<file path="src/rtl/afu_rd_req_engine.sv">
// Multi-channel CCI-P C0 read request engine: round-robin channel arbitration, aligned 1/2/4-CL
// burst splitting, outstanding-CL credit cap, and RX response routing. Optional AFU_RD_STATS_EN.
module afu_rd_req_engine #(
    parameter int unsigned NUM_CH          = 4,
    parameter int unsigned LEN_W           = 6,
    parameter int unsigned TAG_W           = 8,
    parameter int unsigned MAX_OUTSTANDING = 64,
    localparam int unsigned CH_W           = (NUM_CH > 1) ? $clog2(NUM_CH) : 1,
    localparam int unsigned OUT_W          = $clog2(MAX_OUTSTANDING + 1)
) (
    input  logic                    clk,
    input  logic                    reset_n,
    input  logic [NUM_CH-1:0]       cor_rd_valid,
    input  logic [NUM_CH*42-1:0]    cor_rd_addr,
    input  logic [NUM_CH*LEN_W-1:0] cor_rd_len,
    output logic [NUM_CH-1:0]       cor_rd_ready,
    input  logic                    spl_tx_rd_almostfull,
    output logic                    afu_tx_rd_valid,
    output logic [41:0]             afu_tx_rd_addr,
    output logic [1:0]              afu_tx_rd_cl_len,
    output logic [15:0]             afu_tx_rd_mdata,
    input  logic                    spl_rx_rd_valid,
    input  logic [15:0]             spl_rx_rd_mdata,
    input  logic [1:0]              spl_rx_rd_cl_num,
    input  logic [511:0]            spl_rx_data,
    output logic [NUM_CH-1:0]       io_rx_rd_valid,
    output logic [1:0]              io_rx_cl_num,
    output logic [511:0]            io_rx_data,
    output logic [OUT_W-1:0]        io_outstanding
`ifdef AFU_RD_STATS_EN
    ,
    output logic [31:0]             stat_req_cnt,
    output logic [31:0]             stat_stall_cnt,
    output logic [31:0]             stat_rsp_cnt
`endif
);

    typedef enum logic [0:0] {StIdle, StIssue} state_e;

    state_e              r_state, w_state_d;
    logic [CH_W-1:0]     r_rr, r_ch;
    logic [41:0]         r_addr;
    logic [LEN_W-1:0]    r_rem;
    logic [TAG_W-1:0]    r_tag;
    logic [OUT_W-1:0]    r_out;
    logic                r_tx_valid;
    logic [41:0]         r_tx_addr;
    logic [1:0]          r_tx_cl_len;
    logic [15:0]         r_tx_mdata;
    logic [NUM_CH-1:0]   r_rx_valid;
    logic [1:0]          r_rx_cl_num;
    logic [511:0]        r_rx_data;

    logic                w_grant_vld;
    logic [CH_W-1:0]     w_grant_ch;
    logic [CH_W-1:0]     w_scan;
    logic                w_accept;
    logic [LEN_W-1:0]    w_len_in;
    logic [2:0]          w_chunk;
    logic [1:0]          w_cl_len;
    logic                w_credit_ok;
    logic                w_issue;
    logic                w_last;
    logic [31:0]         w_out_sum;
    logic [31:0]         w_out_next;
    logic [CH_W-1:0]     w_rsp_ch;
    logic [NUM_CH-1:0]   w_rx_onehot;
    logic                w_unused_mdata;

    // Scan from highest offset down so the lowest offset from r_rr wins.
    always_comb begin
        w_grant_vld = 1'b0;
        w_grant_ch  = '0;
        w_scan      = '0;
        for (int i = NUM_CH - 1; i >= 0; i--) begin
            w_scan = CH_W'((32'(r_rr) + 32'(i)) % NUM_CH);
            if (cor_rd_valid[w_scan]) begin
                w_grant_vld = 1'b1;
                w_grant_ch  = w_scan;
            end
        end
    end

    // Ready is gated by reset so every output reads 0 while reset_n is low.
    assign w_accept = reset_n && (r_state == StIdle) && w_grant_vld;
    assign w_len_in = cor_rd_len[32'(w_grant_ch) * LEN_W +: LEN_W];

    always_comb begin
        cor_rd_ready = '0;
        if (w_accept) begin
            cor_rd_ready[w_grant_ch] = 1'b1;
        end
    end

    always_comb begin
        w_chunk  = 3'd1;
        w_cl_len = 2'd0;
        if (32'(r_rem) >= 32'd4 && r_addr[1:0] == 2'b00) begin
            w_chunk  = 3'd4;
            w_cl_len = 2'd3;
        end else if (32'(r_rem) >= 32'd2 && !r_addr[0]) begin
            w_chunk  = 3'd2;
            w_cl_len = 2'd1;
        end
    end

    assign w_credit_ok = (32'(r_out) + 32'(w_chunk)) <= MAX_OUTSTANDING;
    assign w_issue     = (r_state == StIssue) && !spl_tx_rd_almostfull && w_credit_ok;
    assign w_last      = 32'(r_rem) == 32'(w_chunk);

    always_comb begin
        w_state_d = r_state;
        unique case (r_state)
            StIdle:  if (w_accept) w_state_d = StIssue;
            StIssue: if (w_issue && w_last) w_state_d = StIdle;
            default: w_state_d = StIdle;
        endcase
    end

    // Issue and response fold into one update; a response never drives the count below zero.
    always_comb begin
        w_out_sum  = 32'(r_out) + (w_issue ? 32'(w_chunk) : 32'd0);
        w_out_next = w_out_sum;
        if (spl_rx_rd_valid && w_out_sum != 32'd0) begin
            w_out_next = w_out_sum - 32'd1;
        end
    end

    assign w_rsp_ch       = spl_rx_rd_mdata[TAG_W +: CH_W];
    assign w_unused_mdata = ^spl_rx_rd_mdata;

    always_comb begin
        w_rx_onehot = '0;
        if (spl_rx_rd_valid && 32'(w_rsp_ch) < NUM_CH) begin
            w_rx_onehot[w_rsp_ch] = 1'b1;
        end
    end

    always_ff @(posedge clk or negedge reset_n) begin
        if (!reset_n) begin
            r_state     <= StIdle;
            r_rr        <= '0;
            r_ch        <= '0;
            r_addr      <= '0;
            r_rem       <= '0;
            r_tag       <= '0;
            r_out       <= '0;
            r_tx_valid  <= 1'b0;
            r_tx_addr   <= '0;
            r_tx_cl_len <= '0;
            r_tx_mdata  <= '0;
            r_rx_valid  <= '0;
            r_rx_cl_num <= '0;
            r_rx_data   <= '0;
        end else begin
            r_state    <= w_state_d;
            r_out      <= OUT_W'(w_out_next);
            r_tx_valid <= w_issue;
            r_rx_valid <= w_rx_onehot;
            if (w_accept) begin
                r_addr <= cor_rd_addr[32'(w_grant_ch) * 42 +: 42];
                r_rem  <= (w_len_in == '0) ? LEN_W'(1) : w_len_in;
                r_ch   <= w_grant_ch;
                r_rr   <= CH_W'((32'(w_grant_ch) + 32'd1) % NUM_CH);
            end
            if (w_issue) begin
                r_tx_addr   <= r_addr;
                r_tx_cl_len <= w_cl_len;
                r_tx_mdata  <= 16'({r_ch, r_tag});
                r_addr      <= r_addr + 42'(w_chunk);
                r_rem       <= r_rem - LEN_W'(w_chunk);
                r_tag       <= r_tag + 1'b1;
            end
            if (spl_rx_rd_valid) begin
                r_rx_cl_num <= spl_rx_rd_cl_num;
                r_rx_data   <= spl_rx_data;
            end
        end
    end

    assign afu_tx_rd_valid  = r_tx_valid;
    assign afu_tx_rd_addr   = r_tx_addr;
    assign afu_tx_rd_cl_len = r_tx_cl_len;
    assign afu_tx_rd_mdata  = r_tx_mdata;
    assign io_rx_rd_valid   = r_rx_valid;
    assign io_rx_cl_num     = r_rx_cl_num;
    assign io_rx_data       = r_rx_data;
    assign io_outstanding   = r_out;

`ifdef AFU_RD_STATS_EN
    logic [31:0] r_req_cnt, r_stall_cnt, r_rsp_cnt;

    always_ff @(posedge clk or negedge reset_n) begin
        if (!reset_n) begin
            r_req_cnt   <= '0;
            r_stall_cnt <= '0;
            r_rsp_cnt   <= '0;
        end else begin
            if (w_issue) r_req_cnt <= r_req_cnt + 32'd1;
            if (r_state == StIssue && !w_issue) r_stall_cnt <= r_stall_cnt + 32'd1;
            if (spl_rx_rd_valid) r_rsp_cnt <= r_rsp_cnt + 32'd1;
        end
    end

    assign stat_req_cnt   = r_req_cnt;
    assign stat_stall_cnt = r_stall_cnt;
    assign stat_rsp_cnt   = r_rsp_cnt;
`endif

endmodule

</file>
<file path="config.mk">
export PLATFORM = sky130hd
export DESIGN_NAME = afu_rd_req_engine
export DESIGN_NICKNAME = d
export VERILOG_FILES = /design/src/rtl/afu_rd_req_engine.sv
export SDC_FILE = /design/constraint.sdc
export NUM_CORES = 1
export LEC_CHECK = 0
export ABC_AREA = 1
export CAP_MARGIN = 0
export CORE_AREA = 8 8 511 513
export CTS_BUF_LIST = sky130_fd_sc_hd__clkbuf_2 sky130_fd_sc_hd__clkbuf_4 sky130_fd_sc_hd__clkbuf_8
export DETAILED_ROUTE_END_ITERATION = 12
export DIE_AREA = 0 0 519 521
export PLACE_DENSITY = 0.41
export SYNTH_ARGS = -nofsm -noshare
export SYNTH_HDL_FRONTEND = slang
export SYNTH_SLANG_ARGS = --single-unit
</file>
<file path="constraint.sdc">
create_clock -name clk -period 7.13 [get_ports clk]
set_input_delay 0.713 -clock clk [delete_from_list [all_inputs] [get_ports clk]]
set_output_delay 0.713 -clock clk [all_outputs]
set_load 0.01 [all_outputs]
</file>
==> summary.txt <==
Global route
  • GRT overflow: 0
  • Largest net degree at the start of global routing: 164
  • First-pass GRT wire length: 272.7 mm
  • Initial antenna violation count: 158
  • All-Layer GR Usage: 0.1451
  • Number of global-route vias before repair: 30220

Setup path
  • CP Depth: 12
  • Critical path startpoint: r_rr[0]
  • Reg2Reg Depth: 20
  • Reg2reg end: io_outstanding[1]
  • CP endpoint: cor_rd_ready[0]
  • Cell family with most CP delay: buffers and inverters
  • CP cell instances: inv_4 -> nand2_1 -> nand2_2 -> nand2_1 -> nand3_1 -> nand3_1 -> nand2_4 -> inv_2 -> ha_1 -> inv_1 -> nor2_1 -> clkdlybuf4s50_1
  • Slowest CP cell: inv_2
  • Crit Path Class: register to output port
  • Crit path arrival time: 4.48 ns
  • CP Launch Type: register
  • Crit path required time: 6.42 ns
  • Crit path max fanout: 54
  • Worst path max stage delay: 0.66 ns
  • CP bufs+invs: 4
  • Critical R2R Launch: r_rem[5]
  • Reg2reg setup slack: 2.12 ns
  • Worst Setup End Kind: output port

Flow run
  • Max cap viols: 0

Place
  • Dpl cells: 7946
  • # port buffers: 1299
  • Final Wtd Congestion: 0.9105
  • Worst slack, placed: 2.074 ns
  • HPWL after DPL: 166.5 mm
  • DP Area: 44640 µm²

Floorplanning
  • I/O pin total: 1320
  • # rows: 185
  • Core Footprint: 252800 µm²
  • Initial Util: 0.1106
  • Die height: 521 µm
  • Total Die Area: 270400 µm²
  • Die width: 519 µm

Clock network
  • CTS buffer count: 138
  • # clock sinks: 641
  • Clk Tree Root Cell: clkbuf_8
  • Setup bufs post-CTS: 0
  • Clock Path Buffers: 3
  • CTS H-tree lvls: 4
  • CTS tree: yes
  • Worst-skew pair later-pin latency: 0.87 ns
  • CTS clock-pin slew for the worst setup and hold paths: 0.06 ns

STA
  • Min Hold Slack: 0.2712 ns
  • RSZ-0062 raised after global routing: no
  • Peak Freq: 192.5 MHz
  • Final period utilization: 0.7286
  • Final Hold Viols: 0
  • TNS Setup: 0 ns
  • Slew Limit Fails: 0
  • Actual slew at the worst max-slew pin: 1.082 ns
  • Final min period: 5.195 ns
  • Final setup fails: 0
  • Setup ws final: 1.935 ns
  • Layout Skew: 0.04189 ns
  • Slew Limit Headroom: 0.2786

Logic synthesis
  • Register area share after synthesis: 0.5739
  • Synth warn: 0
  • Avg Inst Size Synth: 8.132 µm²
  • Synth unique cells: 44
  • FF+latch count, synth: 641
  • Mapped Area: 27950 µm²
  • Mapped Cells: 3437

Drt
  • Final WL: 203.9 mm
  • Initial DRT Pass Iterations: 5
  • Vias: 29010
  • DRC errors left: 0
  • Post-DR wirelength/cell: 24.84 µm
  • Drt via density: 3.535
  • Post-route ant nets: 0
  • Iteration-0 DRC Markers: 1879

Final layout
  • Share of layout cells above drive strength 1: 0.06293
  • Leading cell type in the layout, fill and taps excluded: nand2_1
  • Most frequent cells in the layout: 1854 x nand2_1, 1297 x clkdlybuf4s50_1, 641 x dfrtp_1, 162 x clkbuf_8, 140 x nor2_1
  • Final nets: 5472
  • Final std cells w/o fill: 8206
  • Area Growth Syn to Fin: 70.50%
  • Design Area, Final: 47660 µm²
  • # fillers: 28320

Power and ir drop
  • Worst IR Drop VDD: 0.0001780 V
  • Leak pwr: 21.58 nW
  • Pwr dens: 313.3 nW/µm²

Outcome
  • Outcome: complete, no violations

Worst hold path
  • Hold WC Path Type: input port to register
## flip-flops by register name, indices dropped and copies added, names as in the netlist
register	flops
r_rem	6
afu_tx_rd_cl_len	2
io_rx_data	512
r_state	1
io_rx_rd_valid	4
r_rr	2
afu_tx_rd_mdata	10
afu_tx_rd_valid	1
r_tag	8
r_ch	2
io_outstanding	7
io_rx_cl_num	2
afu_tx_rd_addr	42
r_addr	42
## final cells by class
cell class	count	area [µm²]	area share
Antenna cell	25	62.56	0.001313
Clock buffer	205	2552	0.05356
Clock inverter	29	394.1	0.008270
Inverter	136	520.5	0.01092
Multi-Input combinational cell	2477	10580	0.2219
Sequential cell	641	16040	0.3366
Tap cell	3366	4212	0.08837
Timing Repair Buffer	1327	13300	0.2791
## worst min path at each step
stage	from	to	slack (ns)	depth (start not counted)
floorplan	reset_n	afu_tx_rd_addr[0]	0.42	0
global placement	io_rx_data[159]	io_rx_data[159]	0.45	2
detailed placement	io_rx_data[118]	io_rx_data[118]	0.46	2
CTS	spl_rx_rd_valid	io_rx_data[72]	0.12	3
global route	spl_rx_rd_valid	io_rx_data[34]	0.18	3
finish	spl_rx_rd_valid	io_rx_data[9]	0.27	3
## Yosys cell counts (all sizes together)
cell | number | area, µm²
conb | 1 | 3.750
fa | 4 | 80.08
nand3b | 1 | 7.510
nor2 | 147 | 594.3
nor3b | 1 | 7.510
nand3 | 90 | 470.5
a21oi | 34 | 173.9
o21bai | 3 | 22.52
nand2 | 1864 | 7024
clkbuf | 132 | 495.5
nand4 | 16 | 100.1
xnor2 | 5 | 43.79
nor4 | 6 | 37.54
a31oi | 7 | 43.79
o21ai | 137 | 689.4
buf | 56 | 364.1
nor3 | 34 | 175.2
o221ai | 5 | 43.79
o22ai | 15 | 93.84
ha | 17 | 212.7
xor2 | 43 | 376.6
or2 | 4 | 25.03
a22oi | 1 | 12.51
a21boi | 1 | 7.510
inv | 136 | 513.0
o2111ai | 1 | 8.760
o211ai | 35 | 282.8
dfrtp | 641 | 16040
## layer usage
metal	share of wire	routed length, µm	GRT usage	vias to the layer above
met5	0.0017	338	0	-
met4	0.029	5833	0.03629	50
met3	0.10	21360	0.06727	440
met2	0.50	101200	0.2607	1385
met1	0.37	75110	0.1540	13860
li1	-	-	-	13270
## stage by stage
| stage | total power, mW | util |
|---|---|---|
| after floorplan | 7.668 | - |
| after global placement | 10.61 | 0.1766 |
| after detailed placement | 10.63 | 0.1766 |
| after CTS | 15.30 | 0.1883 |
| after global routing | 15.95 | 0.1885 |
| final | 14.93 | 0.1885 |
## tightest hold or removal path: stages
cell and delay (ns):
buf_8 0.22, nand2_1 0.11, nand2_1 0.05
## where the power goes
part	internal [mW]	total (mW)	leakage (nW)	switching (mW)
Combinational	2.13	5.71	12.3	3.58
Sequential	4.25	4.77	7.78	0.516
Clock	2.49	4.45	1.55	1.95
## cell families after synthesis
family                   count (synthesis)  synth area share
other                                    1         0.0001342
buffers and inverters                  324           0.04911
XOR/XNOR                                48           0.01504
AND/OR/NAND/NOR                       2163            0.3020
flip-flops                             641            0.5739
AO/OA/AOI/OAI                          239           0.04933
adder cells (fa/ha/maj)                 21           0.01047
## what timing repair did
action                    4_1_cts  5_1_grt
hold buffers                    1        0
hold endpoints to repair       35        0
resized for setup               0        0
Power figures use the tool's default switching activity.
